## src/rtl/mul_arbiter_if.sv

```systemverilog
// Request/grant/result bundle between two operand sources and the shared multiplier.
// Latency: none; this is wiring only.
// Backpressure: a requester holds req until its gnt pulse; results are pulsed, never stalled.
interface mul_arbiter_if #(
  parameter int WIDTH = 6
);
  logic               req0;
  logic [WIDTH-1:0]   a0;
  logic [WIDTH-1:0]   b0;
  logic               req1;
  logic [WIDTH-1:0]   a1;
  logic [WIDTH-1:0]   b1;
  logic               gnt0;
  logic               gnt1;
  logic               done0;
  logic               done1;
  logic [2*WIDTH-1:0] product;
  logic               busy;

  // Operand sources drive requests and operands, observe grants and results.
  modport master (
    output req0, a0, b0, req1, a1, b1,
    input  gnt0, gnt1, done0, done1, product, busy
  );

  // The arbiter/multiplier consumes requests and produces grants and results.
  modport slave (
    input  req0, a0, b0, req1, a1, b1,
    output gnt0, gnt1, done0, done1, product, busy
  );
endinterface

```

## src/rtl/mul_arbiter.sv

```systemverilog
// Round-robin shares one WIDTH x WIDTH shift-add multiplier between two requesters.
// Latency: gnt one cycle after the accepting edge, done WIDTH+1 cycles after gnt; one op per WIDTH+2 cycles.
// Backpressure: none; requests are ignored while busy and must be held until their gnt pulse.
module mul_arbiter #(
  parameter int WIDTH = 6,
  parameter int CNTW  = 4
) (
  input  logic          clk,
  input  logic          reset_n,
  mul_arbiter_if.slave  bus
);

  typedef enum logic [1:0] {
    IDLE = 2'd0,
    RUN  = 2'd1,
    DONE = 2'd2
  } state_t;

  localparam logic [CNTW-1:0] LAST_CNT = CNTW'(WIDTH);

  state_t             state, state_nxt;
  logic [WIDTH-1:0]   op_a, op_a_nxt;
  logic [WIDTH-1:0]   op_b, op_b_nxt;
  logic [2*WIDTH:0]   acc, acc_nxt;
  logic [CNTW-1:0]    cnt, cnt_nxt;
  logic               owner, owner_nxt;
  // Requester served most recently; reset to 1 so requester 0 wins the first tie.
  logic               last, last_nxt;
  logic               gnt0, gnt0_nxt;
  logic               gnt1, gnt1_nxt;
  logic               done0, done0_nxt;
  logic               done1, done1_nxt;
  logic [2*WIDTH-1:0] product, product_nxt;
  logic               busy, busy_nxt;

  logic [WIDTH-1:0]   a_shift;
  logic               a_bit;
  logic [2*WIDTH:0]   addend;
  logic [2*WIDTH:0]   acc_sum;
  logic               pick;

  // One shift-add step: add B aligned to the top half when the current multiplier bit is set.
  // The extra accumulator bit keeps the carry before the right shift.
  always_comb begin
    a_shift = op_a >> cnt;
    a_bit   = a_shift[0];
    addend  = a_bit ? {1'b0, op_b, {WIDTH{1'b0}}} : '0;
    acc_sum = acc + addend;
  end

  // Next-state, datapath and registered-output decode for the IDLE/RUN/DONE sequencer.
  always_comb begin
    state_nxt   = state;
    op_a_nxt    = op_a;
    op_b_nxt    = op_b;
    acc_nxt     = acc;
    cnt_nxt     = cnt;
    owner_nxt   = owner;
    last_nxt    = last;
    gnt0_nxt    = 1'b0;
    gnt1_nxt    = 1'b0;
    done0_nxt   = 1'b0;
    done1_nxt   = 1'b0;
    product_nxt = product;
    busy_nxt    = busy;
    // On a tie the requester not served last wins; otherwise the sole requester.
    pick        = (bus.req0 && bus.req1) ? ~last : bus.req1;

    case (state)
      IDLE: begin
        if (bus.req0 || bus.req1) begin
          op_a_nxt  = pick ? bus.a1 : bus.a0;
          op_b_nxt  = pick ? bus.b1 : bus.b0;
          acc_nxt   = '0;
          cnt_nxt   = '0;
          owner_nxt = pick;
          gnt0_nxt  = ~pick;
          gnt1_nxt  = pick;
          busy_nxt  = 1'b1;
          state_nxt = RUN;
        end
      end
      RUN: begin
        acc_nxt = acc_sum >> 1;
        cnt_nxt = cnt + 1'b1;
        if (cnt_nxt == LAST_CNT) begin
          state_nxt = DONE;
        end
      end
      DONE: begin
        product_nxt = acc[2*WIDTH-1:0];
        done0_nxt   = ~owner;
        done1_nxt   = owner;
        last_nxt    = owner;
        busy_nxt    = 1'b0;
        state_nxt   = IDLE;
      end
      default: begin
        busy_nxt  = 1'b0;
        state_nxt = IDLE;
      end
    endcase
  end

  // State and output registers; reset aborts any operation without a done pulse.
  always_ff @(posedge clk or negedge reset_n) begin
    if (!reset_n) begin
      state   <= IDLE;
      op_a    <= '0;
      op_b    <= '0;
      acc     <= '0;
      cnt     <= '0;
      owner   <= 1'b0;
      last    <= 1'b1;
      gnt0    <= 1'b0;
      gnt1    <= 1'b0;
      done0   <= 1'b0;
      done1   <= 1'b0;
      product <= '0;
      busy    <= 1'b0;
    end else begin
      state   <= state_nxt;
      op_a    <= op_a_nxt;
      op_b    <= op_b_nxt;
      acc     <= acc_nxt;
      cnt     <= cnt_nxt;
      owner   <= owner_nxt;
      last    <= last_nxt;
      gnt0    <= gnt0_nxt;
      gnt1    <= gnt1_nxt;
      done0   <= done0_nxt;
      done1   <= done1_nxt;
      product <= product_nxt;
      busy    <= busy_nxt;
    end
  end

  assign bus.gnt0    = gnt0;
  assign bus.gnt1    = gnt1;
  assign bus.done0   = done0;
  assign bus.done1   = done1;
  assign bus.product = product;
  assign bus.busy    = busy;

endmodule

```

## src/flat_wrapper.sv

```systemverilog
// flat-port wrapper written by rule: the top's interface ports become plain ports
module mul_arbiter_flat 
#(
  parameter int WIDTH = 6,
  parameter int CNTW  = 4
)
  (clk, reset_n, bus_req0, bus_a0, bus_b0, bus_req1, bus_a1, bus_b1, bus_gnt0, bus_gnt1, bus_done0, bus_done1, bus_product, bus_busy);
  mul_arbiter_if #(.WIDTH(WIDTH)) bus_i ();
  input  logic clk;
  input  logic reset_n;
  input wire logic [$bits(bus_i.req0)-1:0] bus_req0;
  input wire logic [$bits(bus_i.a0)-1:0] bus_a0;
  input wire logic [$bits(bus_i.b0)-1:0] bus_b0;
  input wire logic [$bits(bus_i.req1)-1:0] bus_req1;
  input wire logic [$bits(bus_i.a1)-1:0] bus_a1;
  input wire logic [$bits(bus_i.b1)-1:0] bus_b1;
  output wire logic [$bits(bus_i.gnt0)-1:0] bus_gnt0;
  output wire logic [$bits(bus_i.gnt1)-1:0] bus_gnt1;
  output wire logic [$bits(bus_i.done0)-1:0] bus_done0;
  output wire logic [$bits(bus_i.done1)-1:0] bus_done1;
  output wire logic [$bits(bus_i.product)-1:0] bus_product;
  output wire logic [$bits(bus_i.busy)-1:0] bus_busy;
  assign bus_i.req0 = bus_req0;
  assign bus_i.a0 = bus_a0;
  assign bus_i.b0 = bus_b0;
  assign bus_i.req1 = bus_req1;
  assign bus_i.a1 = bus_a1;
  assign bus_i.b1 = bus_b1;
  assign bus_gnt0 = bus_i.gnt0;
  assign bus_gnt1 = bus_i.gnt1;
  assign bus_done0 = bus_i.done0;
  assign bus_done1 = bus_i.done1;
  assign bus_product = bus_i.product;
  assign bus_busy = bus_i.busy;
  mul_arbiter #(.WIDTH(WIDTH), .CNTW(CNTW)) u_core (.clk(clk), .reset_n(reset_n), .bus(bus_i));
endmodule
```

## config.mk

```make
export PLATFORM = sky130hd
export DESIGN_NAME = mul_arbiter_flat
export DESIGN_NICKNAME = d
export VERILOG_FILES = /design/src/rtl/mul_arbiter_if.sv /design/src/rtl/mul_arbiter.sv /design/src/flat_wrapper.sv
export SDC_FILE = /design/constraint.sdc
export NUM_CORES = 1
export LEC_CHECK = 0
export ABC_AREA = 1
export CAP_MARGIN = 20
export CORE_AREA = 3 3 64 81
export DETAILED_ROUTE_END_ITERATION = 12
export DIE_AREA = 0 0 67 84
export PLACE_DENSITY = 0.77
export SETUP_SLACK_MARGIN = 0.1
export SLEW_MARGIN = 20
export SYNTH_ARGS = -nofsm -noshare
export SYNTH_HDL_FRONTEND = slang
export SYNTH_SLANG_ARGS = --single-unit
export TNS_END_PERCENT = 30
```

## constraint.sdc

```tcl
create_clock -name clk -period 2.3 [get_ports clk]
set_input_delay 0.46 -clock clk [delete_from_list [all_inputs] [get_ports clk]]
set_output_delay 0.46 -clock clk [all_outputs]
set_load 0.1 [all_outputs]
```

==> impl_metrics.py <==
metrics = {
    "outcome": {
        "outcome": "finished, final reports clean",
    },
    "sta": {
        "setup_viol": 0,
        "post-route-min-period_ns": 2.06,
        "worst_slew_pin_slew_ns": 0.597,
        "fmax_ghz": 0.486,
        "setup_ws_ns": 0.244,
        "finalClockSkew_ns": 0.00918,
        "final-hold-violation-count": 0,
        "finalSetupTns_ns": 0,
        "drv_slew": 0,
        "rsz0062_at_grt": "true",
        "maxSlewHeadroom_pct": 60.2,
        "finalCritPeriodShare_pct": 89.4,
    },
    "synthesis": {
        "seq_area_frac_synth_pct": 54.0,
        "synth_edf_count": 0,
        "ys_ff_latch": 49,
        "synthCells": 247,
        "syn-num-nets": 284,
        "synth_area_leaders": "dfrtp_1, nand2_1, inv_1",
        "yosysWarnings": 0,
        "synth_top_area_share_pct": 52.9,
        "syn_area_um2": 2270,
        "yosys-top-cells-count": "nand2_1, dfrtp_1, inv_1",
        "yosysMostFrequentCell": "nand2_1",
        "synth_top_cell_by_area": "dfrtp_1",
        "syn_area_per_cell_um2": 9.19,
        "ys_types": 24,
        "async_flop_share_pct": 100,
        "yosys_most_used_dff": "dfrtp_1",
    },
    "floorplanning": {
        "fp.dieH_um": 84,
        "ios": 45,
        "dieArea_um2": 5630,
        "die_w_um": 67,
        "start_util_pct": 50.9,
        "core_um2": 4460,
        "num_rows": 27,
    },
    "placement": {
        "io_buffers": 44,
        "dp_hpwl_um": 3170,
        "pre_cts_ws_ns": 0.109,
        "globalplace.congestion": 0.887,
    },
    "cts": {
        "clk_latency_ns": 0.30,
        "cts_made_buffers": 5,
        "clockBufferDepth": 2,
        "path_clk_slew_ns": 0.09,
        "cts_max_level": 2,
        "cts_sinks": 49,
        "cts_tree": "yes",
        "cts-root-buf": "clkbuf_8",
    },
    "routing": {
        "drtPass1Iterations": 4,
        "routed_wl_um": 4290,
        "final_antenna_net_count": 0,
        "drt-initial-drc-count": 142,
        "via_count": 1746,
        "drc": 0,
        "vias_per_cell": 4.90,
        "wire_per_inst_um": 12.0,
    },
    "worst_setup_path": {
        "cp.required_ns": 2.49,
        "cp_max_fo": 7,
        "cp_top_family": "simple AND/OR/NAND/NOR gates",
        "path_common_cell": "nand2_1",
        "critical_path_class": "reg2reg",
        "worstSetupStartpointType": "register",
        "timing.critical_path.cells": "inv_1 > nand2_1 > nand3_1 > nand2_1 > nand2_1 > nand2_1 > nand2_1 > nor2_1 > ha_1 > inv_1 > fa_2 > inv_1 > nand3_1 > nand2_1 > nand2_1 > nand2_1 > o22ai_1",
        "cp.arrival_ns": 2.24,
        "crit_path_top_delay_cell": "dfrtp_2",
        "cpPeakStageDelay_ns": 0.42,
        "critPathCaptureType": "register",
        "critPathBufInv": 3,
    },
    "global_route": {
        "grt_usage_pct": 16.9,
        "grt_pass1_vias": 1710,
        "overflow": 0,
        "grt_max_degree": 50,
        "grt_pass1_wl_um": 7420,
        "antenna_found_initial": 0,
    },
    "power": {
        "finalPower_mw": 4.15,
        "p_int_mw": 2.10,
        "pwr-share-seq_pct": 33.4,
        "power_frac_comb_pct": 54.7,
        "p_leak_nw": 1.38,
        "vdd_ir_drop_max_mv": 0.498,
        "clkPwrFrac_pct": 11.9,
        "power_density_nw_per_um2": 1470,
        "swShare_pct": 49.5,
        "switchingPower_mw": 2.05,
    },
    "finish": {
        "finalNetCount": 334,
        "fin_util_pct": 63.2,
        "fillCellCount": 401,
        "layout-drive-gt1-share_pct": 14.8,
        "area_growth_pct": 24.2,
        "antennaDiodeCount": 0,
    },
    "worst_hold_path": {
        "hold_class": "in2async",
    },
    "run": {
        "max_cap_violations": 0,
    },
}
repair_timing:
action                     CTS  global route
pin swaps                    0             1
setup buffers                0             2
gates resized for setup      1             5
setup endpoints to repair    1             4
hold buffers                 0             0
per-layer routing:
layer  global-route usage [%]  part of all wire, %
met3                     3.77                  4.7
met2                     28.5                   50
met1                     20.5                   43
met4                     6.27                  1.8
met5                        0                    0
cells in the final DEF (no fill, tap or decap):
cell	Yosys	final
clkbuf_1	0	1
o211ai_1	11	11
inv_2	1	2
nand3_1	10	10
nor2_4	2	2
inv_1	34	33
nand2_4	1	1
dfrtp_1	48	47
clkinvlp_4	0	2
o22ai_1	11	11
clkdlybuf4s50_1	0	26
o21ai_0	16	14
clkbuf_8	0	5
nand3b_1	1	1
a21oi_2	1	2
o21bai_1	1	1
dfrtp_2	0	1
o21ai_1	0	2
mux2_2	2	2
o21ai_4	1	1
buf_2	3	1
nor2_1	12	12
xor2_1	3	3
dfstp_2	1	1
buf_4	1	23
nand2_1	71	71
fa_2	0	1
a21oi_1	4	3
ha_1	8	8
cells by family (layout without fill, tap and decap cells):
group                    after synthesis  in the layout  synth area share (%)
multiplexers                           2              2                 0.992
AO/OA/AOI/OAI                         45             45                  12.5
AND/OR/NAND/NOR                       97             97                  17.7
buffers and inverters                 42             93                  8.26
flip-flops                            49             49                  54.0
adder cells (fa/ha/maj)                9              9                  5.29
XOR/XNOR                               3              3                  1.16
power groups by stage:
stage          sequential (mW)  combinational (mW)  clock (mW)
6_report                  1.38                2.27       0.496
5_1_grt                   1.42                2.49       0.536
4_1_cts                   1.39                2.24       0.510
3_5_place_dp              1.40                2.23           0
3_3_place_gp              1.39                2.20           0
2_1_floorplan             2.09                1.03           0
worst register-to-register path, cell delays in order (launching register included):
cell and delay (ns):
dfrtp_2 0.42, inv_1 0.09, nand2_1 0.06, nand3_1 0.06, nand2_1 0.06, nand2_1 0.04
nand2_1 0.06, nand2_1 0.06, nor2_1 0.09, ha_1 0.17, inv_1 0.06, fa_2 0.35
inv_1 0.06, nand3_1 0.06, nand2_1 0.11, nand2_1 0.06, nand2_1 0.06, o22ai_1 0.06
sequential cells by signal, summed over array words and instances (netlist names):
name / flops
u_core.bus.done0: 1
u_core.bus.product: 12
u_core.cnt: 4
u_core.op_a: 6
u_core.owner: 1
u_core.bus.done1: 1
u_core.last: 1
u_core.bus.gnt0: 1
u_core.bus.busy: 1
u_core.state: 2
u_core.bus.gnt1: 1
u_core.op_b: 6
u_core.acc: 12
per-stage QoR:
stage	std cells	instance area, µm²	hold WS [ns]
after floorplan	247	2270	0.164
after global placement	346	2710	0.409
after detailed placement	346	2710	0.416
after CTS	354	2800	0.266
after global routing	356	2820	0.299
final	356	2820	0.240
area by class of cell:
cell class              instances  area [µm²]  share of cell area [%]
clock buffers                   6        72.6                    2.57
repair buffers                 50         438                    15.5
multi-input cells             156         862                    30.6
inverters                      35         131                    4.66
clock inverters                 2        15.0                   0.532
well taps                      58        72.6                    2.57
flip-flops and latches         49        1230                    43.6
worst paths after layout:
path | slack (ns) | depth (start not counted) | endpoint | start
min in group clk | 0.43 | 1 | u_core.bus.done0 | u_core.owner
max in group asynchronous | 1.61 | 2 | u_core.cnt[0] | reset_n
setup reg to reg | 0.24 | 17 | u_core.acc[9] | u_core.cnt[0]
setup / recovery | 0.24 | 17 | u_core.acc[9] | u_core.cnt[0]
hold reg to reg | 0.43 | 1 | u_core.bus.done0 | u_core.owner
hold / removal | 0.24 | 2 | u_core.bus.product[5] | reset_n
Note: power is estimated with default switching activity, not from simulation.
